--- config.mk ---
export PLATFORM = sky130hd
export DESIGN_NAME = ula_issuer
export DESIGN_NICKNAME = d
export VERILOG_FILES = /design/src/rtl/ula_issuer.sv
export SDC_FILE = /design/constraint.sdc
export NUM_CORES = 1
export LEC_CHECK = 0
export CAP_MARGIN = 10
export CORE_MARGIN = 2
export CORE_UTILIZATION = 55
export DETAILED_ROUTE_END_ITERATION = 7
export PLACE_DENSITY = 0.81
export REMOVE_ABC_BUFFERS = 1
export SLEW_MARGIN = 20
export SYNTH_ARGS = -nofsm -noshare
export SYNTH_HDL_FRONTEND = slang
export SYNTH_SLANG_ARGS = --single-unit
--- constraint.sdc ---
create_clock -name clk_ula -period 8.1 [get_ports clk_ula]
set_clock_uncertainty 0.2 [all_clocks]
set_input_delay 1.62 -clock clk_ula [delete_from_list [all_inputs] [get_ports clk_ula]]
set_output_delay 1.62 -clock clk_ula [all_outputs]
set_load 0.05 [all_outputs]
--- src/rtl/ula_issuer.sv ---
// ula_issuer: command FIFO plus issue FSM driving the ULA, one op at a time.
// Ports: cmd_* (push, valid/ready), ula_* (ULA drive and result), rsp_* (response
// valid/ready), busy, ops_done. Optional timeout: define ULA_ISSUER_TIMEOUT_EN.
module ula_issuer #(
  parameter int FIFO_DEPTH     = 4,
  parameter int TAG_W          = 4,
  parameter int TIMEOUT_CYCLES = 8
) (
  input  logic             clk_ula,
  input  logic             rst,
  input  logic             cmd_valid,
  output logic             cmd_ready,
  input  logic [15:0]      cmd_a,
  input  logic [15:0]      cmd_b,
  input  logic [1:0]       cmd_op,
  input  logic [TAG_W-1:0] cmd_tag,
  output logic [15:0]      ula_A,
  output logic [15:0]      ula_B,
  output logic [1:0]       ula_instru,
  output logic             ula_valid,
  input  logic [31:0]      ula_data_out,
  input  logic             ula_valid_out,
  output logic             rsp_valid,
  input  logic             rsp_ready,
  output logic [31:0]      rsp_data,
  output logic [TAG_W-1:0] rsp_tag,
  output logic             rsp_err,
  output logic             busy,
  output logic [15:0]      ops_done
);

  localparam int PW = $clog2(FIFO_DEPTH);
  localparam int CW = PW + 1;

  typedef struct packed {
    logic [15:0]      a;
    logic [15:0]      b;
    logic [1:0]       op;
    logic [TAG_W-1:0] tag;
  } cmd_t;

  typedef enum logic [1:0] {
    S_IDLE, S_ISSUE, S_WAIT, S_RESP
  } state_t;

  cmd_t            fifo_q [FIFO_DEPTH];
  logic [PW-1:0]   wr_ptr_q, wr_ptr_d;
  logic [PW-1:0]   rd_ptr_q, rd_ptr_d;
  logic [CW-1:0]   count_q, count_d;
  logic            cmd_ready_q, cmd_ready_d;
  state_t          state_q, state_d;
  cmd_t            op_q, op_d;
  logic            ula_valid_q, ula_valid_d;
  logic            rsp_valid_q, rsp_valid_d;
  logic [31:0]     rsp_data_q, rsp_data_d;
  logic [TAG_W-1:0] rsp_tag_q, rsp_tag_d;
  logic [15:0]     ops_done_q, ops_done_d;
  logic            push, pop;
`ifdef ULA_ISSUER_TIMEOUT_EN
  logic [7:0]      wcnt_q, wcnt_d;
  logic            rsp_err_q, rsp_err_d;
`endif

  assign push = cmd_valid && cmd_ready_q;

  always_comb begin
    pop         = 1'b0;
    state_d     = state_q;
    op_d        = op_q;
    ula_valid_d = 1'b0;
    rsp_valid_d = rsp_valid_q;
    rsp_data_d  = rsp_data_q;
    rsp_tag_d   = rsp_tag_q;
    ops_done_d  = ops_done_q;
`ifdef ULA_ISSUER_TIMEOUT_EN
    wcnt_d      = wcnt_q;
    rsp_err_d   = rsp_err_q;
`endif
    unique case (state_q)
      S_IDLE: begin
        if (count_q != '0) begin
          pop         = 1'b1;
          op_d        = fifo_q[rd_ptr_q];
          ula_valid_d = 1'b1;
          state_d     = S_ISSUE;
        end
      end
      S_ISSUE: begin
        // op 00 answers combinationally within the issue cycle
        if (ula_valid_out) begin
          rsp_valid_d = 1'b1;
          rsp_data_d  = ula_data_out;
          rsp_tag_d   = op_q.tag;
`ifdef ULA_ISSUER_TIMEOUT_EN
          rsp_err_d   = 1'b0;
`endif
          state_d     = S_RESP;
        end else begin
`ifdef ULA_ISSUER_TIMEOUT_EN
          wcnt_d      = '0;
`endif
          state_d     = S_WAIT;
        end
      end
      S_WAIT: begin
        if (ula_valid_out) begin
          rsp_valid_d = 1'b1;
          rsp_data_d  = ula_data_out;
          rsp_tag_d   = op_q.tag;
`ifdef ULA_ISSUER_TIMEOUT_EN
          rsp_err_d   = 1'b0;
`endif
          state_d     = S_RESP;
        end
`ifdef ULA_ISSUER_TIMEOUT_EN
        else if (wcnt_q == 8'(TIMEOUT_CYCLES - 1)) begin
          rsp_valid_d = 1'b1;
          rsp_data_d  = '0;
          rsp_tag_d   = op_q.tag;
          rsp_err_d   = 1'b1;
          state_d     = S_RESP;
        end else begin
          wcnt_d      = wcnt_q + 8'd1;
        end
`endif
      end
      S_RESP: begin
        if (rsp_ready) begin
          rsp_valid_d = 1'b0;
          ops_done_d  = ops_done_q + 16'd1;
          state_d     = S_IDLE;
        end
      end
      default: state_d = S_IDLE;
    endcase
  end

  always_comb begin
    wr_ptr_d    = push ? wr_ptr_q + 1'b1 : wr_ptr_q;
    rd_ptr_d    = pop  ? rd_ptr_q + 1'b1 : rd_ptr_q;
    count_d     = count_q + CW'(push) - CW'(pop);
    // registered so it stays low while in reset
    cmd_ready_d = (count_d != CW'(FIFO_DEPTH));
  end

  always_ff @(posedge clk_ula) begin
    if (push) fifo_q[wr_ptr_q] <= '{cmd_a, cmd_b, cmd_op, cmd_tag};
  end

  always_ff @(posedge clk_ula or negedge rst) begin
    if (!rst) begin
      wr_ptr_q    <= '0;
      rd_ptr_q    <= '0;
      count_q     <= '0;
      cmd_ready_q <= 1'b0;
      state_q     <= S_IDLE;
      op_q        <= '0;
      ula_valid_q <= 1'b0;
      rsp_valid_q <= 1'b0;
      rsp_data_q  <= '0;
      rsp_tag_q   <= '0;
      ops_done_q  <= '0;
`ifdef ULA_ISSUER_TIMEOUT_EN
      wcnt_q      <= '0;
      rsp_err_q   <= 1'b0;
`endif
    end else begin
      wr_ptr_q    <= wr_ptr_d;
      rd_ptr_q    <= rd_ptr_d;
      count_q     <= count_d;
      cmd_ready_q <= cmd_ready_d;
      state_q     <= state_d;
      op_q        <= op_d;
      ula_valid_q <= ula_valid_d;
      rsp_valid_q <= rsp_valid_d;
      rsp_data_q  <= rsp_data_d;
      rsp_tag_q   <= rsp_tag_d;
      ops_done_q  <= ops_done_d;
`ifdef ULA_ISSUER_TIMEOUT_EN
      wcnt_q      <= wcnt_d;
      rsp_err_q   <= rsp_err_d;
`endif
    end
  end

  assign cmd_ready  = cmd_ready_q;
  assign ula_A      = op_q.a;
  assign ula_B      = op_q.b;
  assign ula_instru = op_q.op;
  assign ula_valid  = ula_valid_q;
  assign rsp_valid  = rsp_valid_q;
  assign rsp_data   = rsp_data_q;
  assign rsp_tag    = rsp_tag_q;
  assign ops_done   = ops_done_q;
  assign busy       = (state_q != S_IDLE) || (count_q != '0);
`ifdef ULA_ISSUER_TIMEOUT_EN
  assign rsp_err    = rsp_err_q;
`else
  assign rsp_err    = 1'b0;
`endif

endmodule
After elaboration in Yosys (flattened, before gate mapping)
Memory sizes are Yosys's and may differ from the RTL's. A register that Yosys moved wholly into a read port is not among the register bits.
Cells that the tools add are included.

word-level totals
  bits in registers = 64
  input port bits = 75
  memory bits (writable) = 152
  output and inout bits = 91
  logic and storage cells = 49
  memories = 1

memories
  memory  words  bits a word  rd ports  clocked after Yosys merged registers in  write ports  line  RTL
  fifo_q  4      38           1         1                                        1            46    cmd_t fifo_q [FIFO_DEPTH];

cells by class
  equal/unequal tests = 8
  reduce and logical (&&, ||, !) cells = 13
  muxes and demuxes = 12
  $add $sub $neg = 5

operators with widths
  kind                                                                     number
  16-bit by 1-bit adder with 16-bit output, second input constant          1
  2-bit one-hot mux with 4 select lines                                    1
  1-bit 2-to-1 mux                                                         7
  2-bit 2-to-1 mux                                                         3
  2-bit inequality test, second input constant                             3
  2-bit AND reduction                                                      3
  3-bit AND reduction                                                      2
  2-bit by 1-bit adder with 2-bit output, second input constant            2
  2-bit == test, second input constant                                     2
  2-bit nonzero test                                                       2
  3-bit by 1-bit adder with 3-bit output                                   1
  3-bit inequality test, second input constant                             1
  3-bit nonzero test                                                       1
  3-bit by 1-bit subtractor with 3-bit output                              1
  2-bit by 1-bit == test with 1-bit output, second input constant          1
  2-bit zero test                                                          1
  2-bit by 1-bit inequality test with 1-bit output, second input constant  1
  1-bit one-hot mux with 2 select lines                                    1
  2-bit OR reduction                                                       1
  1-bit logical AND                                                        1
  1-bit zero test                                                          1
  1-bit logical OR                                                         1

Depth between registers and ports, before layout
Gate-level depths: netlist (run 1).

  depth in word-level cells = 5
  gate-level depth with buffers = 13
  mapped depth without buffers = 12

Worst setup path before layout (run 1)
OpenSTA, ideal clock, no wires.

  path type = input to register
  start = input port cmd_valid
  end = register cmd_ready_q, in the netlist cmd_ready
  path buffers = 0
  data required time = 7.771 ns
  cell stages on the path = 9
  setup time = 0.129 ns
  slack = 4.777 ns
  arrival = 2.993 ns
  path through = nand2_1 > ha_1 > inv_1 > ha_1 > inv_1 > fa_1 > xnor2_1 > xnor2_1 > nand3b_1

between the ends
  longest elaborated chain between the ends = 4

ends and longest elaborated chain
  item                                         line  RTL
  start: declaration                           11    input logic cmd_valid,
  1-bit logical AND                            64    assign push = cmd_valid && cmd_ready_q;
  3-bit by 1-bit adder with 3-bit output       141   count_d = count_q + CW'(push) - CW'(pop);
  3-bit by 1-bit subtractor with 3-bit output  141
  via count_d[2]                               49    logic [CW-1:0] count_q, count_d;
  3-bit inequality test                        143   cmd_ready_d = (count_d != CW'(FIFO_DEPTH));
  via cmd_ready_d                              50    logic cmd_ready_q, cmd_ready_d;
  end signal: assignment                       171   cmd_ready_q <= cmd_ready_d;
  end: declaration                             50

The timed path passes the listed nets, and every way through them passes these cells.
A chain may end at the register's enable or synchronous reset.

Final worst setup path (run 1)
  start = register state_q[0]
  end = output port busy

between the ends
  longest elaborated chain between the ends = 2

ends and longest elaborated chain
  item                      line  RTL
  start: declaration        51    state_t state_q, state_d;
  start signal: assignment  172   state_q <= state_d;
  2-bit nonzero test        195   assign busy = (state_q != S_IDLE) || (count_q != '0);
  1-bit logical OR          195
  end: declaration          28    output logic busy,

No other way between the ends.

==> out/results.tsv, run 1 <==
stage	metric	value	unit
status	outcome	finished clean	
clocking	clock_latency	0.50	ns
cells_and_area	drive_gt1_share	15.4	%
global_routing	grt_pass1_vias	5637	
global_routing	grt_usage	19.9	%
pwr	p_int	0.00334	W
setup_path	startpoint_type	flop	
clocking	htree_levels	1	
setup_path	cp-end-kind	output port	
setup_path	r2r_cells	13	
setup_path	cpMaxStageDelayCell	clkdlybuf4s50_1	
global_routing	overflow	0	
clocking	tritoncts	built	
setup_path	r2r_setup_slack	4.50	ns
global_routing	use_met1	26.6	%
global_routing	antenna_found_initial	0	
yosys	ys_types	32	
pwr	p_leak	4.77	nW
cells_and_area	synthToLayoutAreaGrowth	25.1	%
cells_and_area	num-nets-final	811	
worst_hold_path	hold_class	reg2reg	
die	placement_rows	49	
pwr	power_frac_clock	23.4	%
die	die_x	138	um
setup_path	required	6.28	ns
cells_and_area	nFillCells	1164	
routing	via_count	5231	
die	start_util	55.6	%
sta	slew_headroom	29.9	%
clocking	cts_hold_buf	0	
setup_path	crit_chain	inv_1 > ha_1 > or4b_4 > clkdlybuf4s50_1	
pwr	switchingPower	0.00195	W
placed_design	io_buffers	164	
sta	final_hold_viol_count	0	
global_routing	grt_pass1_wl	30300	um
setup_path	critical_path_class	reg2out	
run	max-cap-violations	0	
cells_and_area	final_common_cell	clkdlybuf4s50_1	
pwr	irDropWorstVdd	341	uV
cells_and_area	mostFrequentLayoutCells	clkdlybuf4s50_1, edfxtp_1, nand2_1	
clocking	cts_sinks	254	
setup_path	worstReg2RegEnd	cmd_ready	
global_routing	grt_use_met2	33.9	%
routing	dr.pass1.iters	4	
setup_path	slowest_delay	0.72	ns
worst_hold_path	hp-start	op_q[3]	
clocking	cts_root_buf	clkbuf_16	
setup_path	path_buf_inv	2	
sta	slew_viol_final	0	
setup_path	cp.arrival	2.52	ns
pwr	power_frac_seq	37.6	%
cells_and_area	fin_util	69.6	%
sta	finalSetupViolCount	0	
setup_path	cp.depth	4	
yosys	netlist_area	9880	sq um
setup_path	cp_top_family	buffers and inverters	
global_routing	busiest_layer	met2	
yosys	synth-seq-area-share	72.0	%
sta	grt_setup_unrepaired	false	
sta	finalSetupTns	0	ns
sta	worst_pin_slew	1.05	ns
routing	routed_wl	18500	um
cells_and_area	multi_input_area	2360	sq um
yosys	syn_avg_cell_area	17.0	sq um
pwr	p_comb_share	39.0	%
routing	drc	0	
cells_and_area	diodes	0	
sta	period_share	53.6	%
die	coreArea	17800	sq um
clocking	cts_resized	0	
clocking	post_cts_buffers	0	
routing	avgRoutedWirePerCell	19.1	um
die	ios	166	
placed_design	globalplace.congestion	0.864	
placed_design	hpwl	11500	um
routing	antenna_left	0	
routing	vias_per_cell	5.39	
setup_path	crit_end	busy	
routing	first_iter_violations	240	
yosys	syn_inst	583	
yosys	ys_ff_latch	254	
clocking	cts_made_buffers	25	
sta	fin_crit	4.34	ns
cells_and_area	regArea	7120	sq um
global_routing	use_met3	4.16	%
die	dieArea	19100	sq um
pwr	power_density	427	nW/um^2
clocking	path_clk_slew	0.06	ns
setup_path	path_max_fanout	5	
yosys	ys_warn_count	0	
setup_path	r2r-start	state_q[0]	
clocking	cts.path.max_buffers	3	
global_routing	grt_max_degree	68	
die	die_h	138	um
setup_path	startpoint	state_q[0]	
pwr	switching_share	36.8	%
sta	fmax	230	MHz
## layer usage
| metal | wire length [um] | vias to the layer above |
|---|---|---|
| li1 | - | 2363 |
| met1 | 7610 | 2637 |
| met2 | 9270 | 200 |
| met3 | 1290 | 31 |
| met4 | 363 | 0 |
| met5 | 0 | - |
## worst min-delay path by stage
stage	endpoint	slack, ns	cells after the start
global route	ops_done[15]	0.30	1
finish	op_q[3]	0.28	2
CTS	ula_B[13]	0.28	2
detailed placement	ula_B[6]	0.26	2
global placement	op_q[2]	0.26	2
floorplan	op_q[0]	0.24	2
## worst reg2reg max path, stage by stage (launching register included)
cell and delay, ns:
dfrtp_1 0.40, inv_1 0.15, ha_1 0.24, o31ai_4 0.08
buf_4 0.28, inv_2 0.70, ha_1 0.38, inv_1 0.06
ha_1 0.13, inv_1 0.05, fa_1 0.38, xnor2_1 0.15
xnor2_1 0.19, nand3b_1 0.10
## final cells by class
cell class | count | share of cell area (%)
sequential | 254 | 57.6
clock buffer | 30 | 5.37
clock inverter | 15 | 1.87
inverter | 10 | 0.304
multi-input combinational | 264 | 19.1
timing repair buffer | 168 | 13.5
tap | 229 | 2.32
## cell families after synthesis
logic type      Yosys count  synth area share [%]
buf+inv                  65                  4.28
flops                   254                  72.0
compound gates            6                 0.595
xor+xnor                 20                  1.77
other cells               1                0.0379
mux                      78                  13.3
fa+ha+maj                13                  1.72
simple gates            146                  6.34
## stage by stage
step	total power [W]	hold WS, ns	cells	instance area, sq um	setup WS [ns]
after detailed placement	0.00409	0.263	925	11500	4.12
after floorplan	0.00338	0.242	528	9500	3.87
after global routing	0.00555	0.302	970	12400	3.66
after CTS	0.00535	0.278	970	12400	3.74
after global placement	0.00403	0.258	925	11500	4.21
final	0.00528	0.276	970	12400	3.76
## registers in the layout, indices dropped and copies added, names as in the netlist
register,count
rsp_data,32
ula_valid,1
ula_A,16
cmd_ready,1
rd_ptr_q,2
state_q,2
ops_done,16
wr_ptr_q,2
fifo_q,152
ula_instru,2
ula_B,16
rsp_tag,4
op_q,4
count_q,3
rsp_valid,1
## power groups by stage
stage          sequential [W]  clock (W)  combinational, W
2_1_floorplan         0.00266          0          0.000718
3_3_place_gp          0.00199          0           0.00204
3_5_place_dp          0.00201          0           0.00208
4_1_cts               0.00199    0.00126           0.00210
5_1_grt               0.00203    0.00132           0.00220
6_report              0.00198    0.00124           0.00206
## Yosys cell counts, drive strengths merged
master | number | area share, %
a22o | 1 | 0.089
conb | 1 | 0.038
mux4 | 38 | 8.7
xnor2 | 19 | 1.7
inv | 10 | 0.38
nor3b | 1 | 0.19
or4b | 1 | 0.14
a21oi | 1 | 0.051
nor3 | 1 | 0.10
o21bai | 1 | 0.076
buf | 48 | 3.6
nand2 | 123 | 4.7
nand4 | 3 | 0.19
and3 | 7 | 0.44
nand3b | 1 | 0.076
ha | 12 | 1.5
edfxtp | 152 | 46
clkbuf | 7 | 0.27
a2111oi | 1 | 0.10
fa | 1 | 0.20
xor2 | 1 | 0.089
o221ai | 1 | 0.15
and4 | 2 | 0.18
dfrtp | 102 | 26
mux2 | 40 | 4.6
o31ai | 1 | 0.13
nand3 | 7 | 0.35
Note: power is estimated with default switching activity, not from simulation.
==> run 2, diff against run 1 <==
- CORE_UTILIZATION: 55 -> 53
- PLACE_DENSITY: 0.81 -> 0.79
- clock period: 8.1 -> 4.4 ns (I/O delays scaled with it)
==> out/results.tsv, run 2 (synthesis gave the netlist of run 1 again) <==
stage	metric	value	unit	change
clocking	tritoncts	built		
routing	vias_per_cell	5.27		-2.3%
placed_design	hpwl	11500	um	-0.27%
die	ios	166		unchanged
cells_and_area	final_common_cell	clkdlybuf4s50_1		
cells_and_area	nFillCells	1199		+3.0%
pwr	switching_share	37.3	%	+0.45 points
sta	final_hold_viol_count	0		unchanged
die	dieArea	19800	sq um	+3.7%
clocking	post_cts_buffers	0		unchanged
worst_hold_path	hold_class	in2async		
sta	grt_setup_unrepaired	false		
cells_and_area	regArea	7120	sq um	unchanged
sta	fmax	276	MHz	
cells_and_area	largest_register_ffs	152		unchanged
global_routing	overflow	0		unchanged
sta	period_share	82.2	%	
routing	drc	0		unchanged
pwr	fin_total_pwr	0.00960	W	+82%
routing	first_iter_violations	306		+28%
routing	antenna_left	0		unchanged
clocking	cts_hold_buf	0		unchanged
placed_design	dp.cells	927		+0.22%
setup_path	cp.arrival	2.54	ns	+0.02 ns
clocking	cts_resized	0		unchanged
die	coreArea	18100	sq um	+2.1%
global_routing	use_met3	4.44	%	+0.29 points
global_routing	grt_usage	19.1	%	-0.79 points
sta	slew_viol_final	0		unchanged
setup_path	startpoint_type	flop		
routing	avgRoutedWirePerCell	19.0	um	-0.49%
sta	worst_pin_slew	1.03	ns	-0.0195 ns
cells_and_area	multi_input_area	2360	sq um	unchanged
global_routing	grt_max_degree	61		-10%
cells_and_area	synthToLayoutAreaGrowth	24.9	%	
pwr	switchingPower	0.00358	W	+84%
setup_path	required	3.32	ns	-2.96 ns
die	placement_rows	49		unchanged
cells_and_area	num-nets-final	814		+0.37%
status	outcome	finished clean		
routing	routed_wl	18500	um	about the same
pwr	irDropWorstVdd	565	uV	+66%
clocking	cts_made_buffers	26		+4.0%
cells_and_area	drive_gt1_share	15.0	%	-0.37 points
clocking	cts_root_buf	clkbuf_16		
pwr	power_density	778	nW/um^2	+82%
pwr	p_int	0.00602	W	+80%
placed_design	io_buffers	164		unchanged
sta	finalSetupViolCount	0		unchanged
die	die_h	141	um	+1.8%
pwr	power_frac_seq	38.6	%	+1.0 points
global_routing	busiest_layer	met2		
clocking	cts.path.max_buffers	3		unchanged
clocking	clock_latency	0.52	ns	+0.02 ns
cells_and_area	diodes	0		unchanged
cells_and_area	regMostFlops	fifo_q		
placed_design	globalplace.congestion	0.765		-11%
pwr	p_comb_share	38.9	%	about the same
run	max-cap-violations	0		unchanged
global_routing	grt_pass1_wl	29500	um	-2.5%
cells_and_area	instances_no_fill	975		+0.52%
routing	via_count	5139		-1.8%
die	start_util	54.5	%	-1.1 points
cells_and_area	mostFrequentLayoutCells	clkdlybuf4s50_1, edfxtp_1, nand2_1		
setup_path	path_max_fanout	5		unchanged
sta	fin_crit	3.62	ns	
global_routing	grt_pass1_vias	5556		-1.4%
pwr	power_frac_clock	22.5	%	-0.9 points
global_routing	grt_use_met2	32.5	%	-1.4 points
clocking	htree_levels	1		unchanged
clocking	cts_sinks	254		unchanged
sta	slew_headroom	31.2	%	+1.3 points
global_routing	use_met1	25.4	%	-1.2 points
pwr	p_leak	4.76	nW	-0.17%
clocking	path_clk_slew	0.06	ns	about the same
setup_path	critical_path_class	reg2out		
routing	dr.pass1.iters	4		unchanged
setup_path	cp-end-kind	output port		
cells_and_area	fin_util	68.0	%	-1.5 points
sta	finalSetupTns	0	ns	unchanged
global_routing	antenna_found_initial	1		+1
die	die_x	141	um	+1.8%
## run 2: power groups by stage
stage | registers (W) | clock network [W] | logic, W
final | 0.00371 | 0.00216 | 0.00374
after global routing | 0.00380 | 0.00231 | 0.00398
after CTS | 0.00372 | 0.00220 | 0.00380
after detailed placement | 0.00376 | 0 | 0.00378
after global placement | 0.00371 | 0 | 0.00370
after floorplan | 0.00491 | 0 | 0.00132
## run 2: per-stage QoR
| step | hold slack (ns) | cell area [sq um] | worst slack [ns] |
|---|---|---|---|
| after global placement | 0.253 | 11500 | 1.26 |
| final | 0.247 | 12300 | 0.782 |
| after CTS | 0.250 | 12300 | 0.757 |
| after floorplan | 0.242 | 9500 | 0.166 |
| after detailed placement | 0.263 | 11500 | 1.12 |
| after global routing | 0.276 | 12300 | 0.676 |
## run 2: path summary, 6_finish.rpt
check	cells past startpoint	slack (ns)	end	from
worst min register to register	2	0.27	op_q[2]	op_q[2]
worst min-delay path	2	0.25	ops_done[7]	rst
worst max register to register	13	1.34	cmd_ready	state_q[0]
worst max-delay path	4	0.78	busy	state_q[0]
min in group clk_ula	2	0.27	op_q[2]	op_q[2]
max in group asynchronous	2	3.13	rd_ptr_q[0]	rst
## run 2: cell type report
cell class / count / share of cell area, %
timing repair buffer: 170 / 13.6
tap: 229 / 2.32
sequential: 254 / 57.7
multi-input combinational: 264 / 19.1
clock inverter: 12 / 0.852
inverter: 10 / 0.304
clock buffer: 36 / 6.08
## run 2: critical path: stages, from the launching register on
cell	delay [ns]
dfrtp_1	0.41
inv_1	0.16
ha_1	0.24
or4b_4	0.49
clkdlybuf4s50_1	0.72
## run 2: routing by layer
layer  vias up  wire length [um]
li1       2362                 -
met1      2562              8010
met2       195              8990
met3        20              1320
met4         0               216
met5         -                 0
==> run 3, diff against run 2 <==
- CORE_UTILIZATION: 53 -> 48
- PLACE_DENSITY: 0.79 -> 0.75
- clock period: 4.4 -> 3.2 ns (I/O delays scaled with it)
==> out/results.tsv, run 3 (synthesis gave the netlist of run 1 again) <==
stage	metric	value	unit	change
clocking	path_clk_slew	0.06	ns	about the same
cells_and_area	finalInstanceArea	12500	sq um	+1.6%
global_routing	use_met3	4.44	%	unchanged
sta	fin_crit	3.07	ns	
sta	setup_ws	0.129	ns	-0.654 ns
sta	hold_ws	0.271	ns	+0.0237 ns
global_routing	overflow	0		unchanged
cells_and_area	regMostFlops	fifo_q		
clocking	cts_root_buf	clkbuf_16		
cells_and_area	num-nets-final	818		+0.49%
clocking	cts.path.max_buffers	3		unchanged
cells_and_area	largest_register_ffs	152		unchanged
clocking	clock_latency	0.51	ns	about the same
die	start_util	48.8	%	-5.6 points
setup_path	startpoint_type	flop		
global_routing	grt_usage	17.4	%	-1.7 points
routing	avgRoutedWirePerCell	18.4	um	-3.2%
die	ios	166		unchanged
setup_path	path_max_fanout	5		unchanged
sta	final_hold_viol_count	0		unchanged
cells_and_area	synthToLayoutAreaGrowth	26.8	%	
routing	routed_wl	18800	um	+1.2%
sta	slew_headroom	32.0	%	+0.85 points
global_routing	antenna_found_initial	1		unchanged
placed_design	dpl_worst_slack	0.182	ns	-0.937 ns
sta	worst_pin_slew	1.02	ns	-0.0128 ns
cells_and_area	final_common_cell	clkdlybuf4s50_1		
clocking	htree_levels	1		unchanged
setup_path	slowest_delay	0.49	ns	-0.23 ns
die	dieArea	21800	sq um	+10%
global_routing	grt_use_met2	30.6	%	-1.9 points
setup_path	cp_top_family	buffers and inverters		
setup_path	critical_path_class	reg2out		
pwr	power_density	1070	nW/um^2	+38%
pwr	p_leak	4.82	nW	+1.1%
setup_path	path_buf_inv	2		unchanged
global_routing	grt_pass1_vias	5518		-0.68%
sta	finalSetupViolCount	0		unchanged
setup_path	r2r_setup_slack	0.66	ns	-0.68 ns
pwr	irDropWorstVdd	645	uV	+14%
routing	first_iter_violations	242		-21%
clocking	cts_made_buffers	26		unchanged
cells_and_area	mostFrequentLayoutCells	clkdlybuf4s50_1, edfxtp_1, nand2_1		
placed_design	io_buffers	164		unchanged
die	coreArea	20200	sq um	+12%
global_routing	grt_max_degree	43		-30%
sta	grt_setup_unrepaired	false		
routing	dr.pass1.iters	4		unchanged
sta	slew_viol_final	0		unchanged
routing	antenna_left	0		unchanged
sta	fmax	326	MHz	
sta	period_share	96.0	%	
setup_path	cp.arrival	2.23	ns	-0.31 ns
setup_path	cp.depth	4		unchanged
placed_design	hpwl	11700	um	+2.1%
die	die_h	148	um	+4.9%
die	die_x	148	um	+4.9%
setup_path	crit_chain	inv_1 > ha_1 > or4b_4 > dlygate4sd2_1		
sta	finalSetupTns	0	ns	unchanged
global_routing	grt_pass1_wl	29600	um	+0.35%
cells_and_area	diodes	0		unchanged
cells_and_area	drive_gt1_share	15.7	%	+0.72 points
run	max-cap-violations	0		unchanged
clocking	tritoncts	built		
routing	drc	0		unchanged
worst_hold_path	holdPathStages	2		
clocking	cts_sinks	254		unchanged
placed_design	globalplace.congestion	0.846		+11%
global_routing	busiest_layer	met2		
status	outcome	finished clean		
global_routing	use_met1	22.3	%	-3.1 points
placed_design	dpl-instance-area	11600	sq um	+1.2%
worst_hold_path	hold_class	reg2reg		
die	placement_rows	52		+6.1%
setup_path	r2r_cells	12		-1
setup_path	cp-end-kind	output port		
routing	via_count	5227		+1.7%
routing	vias_per_cell	5.12		-2.8%
setup_path	cpMaxStageDelayCell	or4b_4		
setup_path	required	2.36	ns	-0.96 ns
[run 3: cell count changes in the layout (fill, tap and decap cells not counted), moves of 2 or more]
cell	before	now
buf_12	0	5
buf_4	7	5
bufinv_16	2	4
clkbuf_1	6	4
clkinvlp_4	0	2
[run 3: what timing repair did]
item                                    CTS  global route
hold buffers                              1             0
endpoints found under the setup margin    1             0
setup buffers                             0             0
gates resized for setup                   1             0
hold endpoints to repair                 40             0
[run 3: path summary, 6_finish.rpt]
kind / from / end
max: state_q[0] / busy
min: ula_B[6] / ula_B[6]
max reg2reg: state_q[0] / cmd_ready
min reg2reg: ula_B[6] / ula_B[6]
max in group asynchronous: rst / rsp_data[13]
min in group asynchronous: rst / ops_done[8]
[run 3: power by group]
group | leakage (nW) | switching (W) | internal [W] | total, W
sequential | 2.64 | 0.000686 | 0.00447 | 0.00516
clock | 0.440 | 0.00119 | 0.00193 | 0.00311
combinational | 1.73 | 0.00308 | 0.00206 | 0.00514
[run 3: metal layers]
layer | part of all wire (%) | wire length (um) | vias to the layer above
li1 | - | - | 2376
met1 | 42 | 7810 | 2623
met2 | 50 | 9300 | 202
met4 | 1.2 | 221 | 2
met3 | 7.6 | 1430 | 24
met5 | 0.069 | 13 | -
[run 3: worst min-delay path: cells and delay by family, from the launching register on]
kind	cells	cell delay [ns]
DFF	1	0.34
and+or+nand+nor	2	0.10
[run 3: metrics by stage]
step                utilization (%)  power (W)  cells
global route                   62.0     0.0141   1020
detailed placement             57.5     0.0104    971
finish                         62.0     0.0134   1020
global placement               57.5     0.0103    971
floorplan                         -    0.00856    528
CTS                            62.0     0.0136   1020
[run 3: layout make-up]
cell class | count | area, sq um
fill | 1470 | 7700
sequential | 254 | 7120
multi-input combinational | 264 | 2360
timing repair buffer | 174 | 1780
clock buffer | 34 | 732
tap | 270 | 338
clock inverter | 14 | 171
inverter | 10 | 37.5
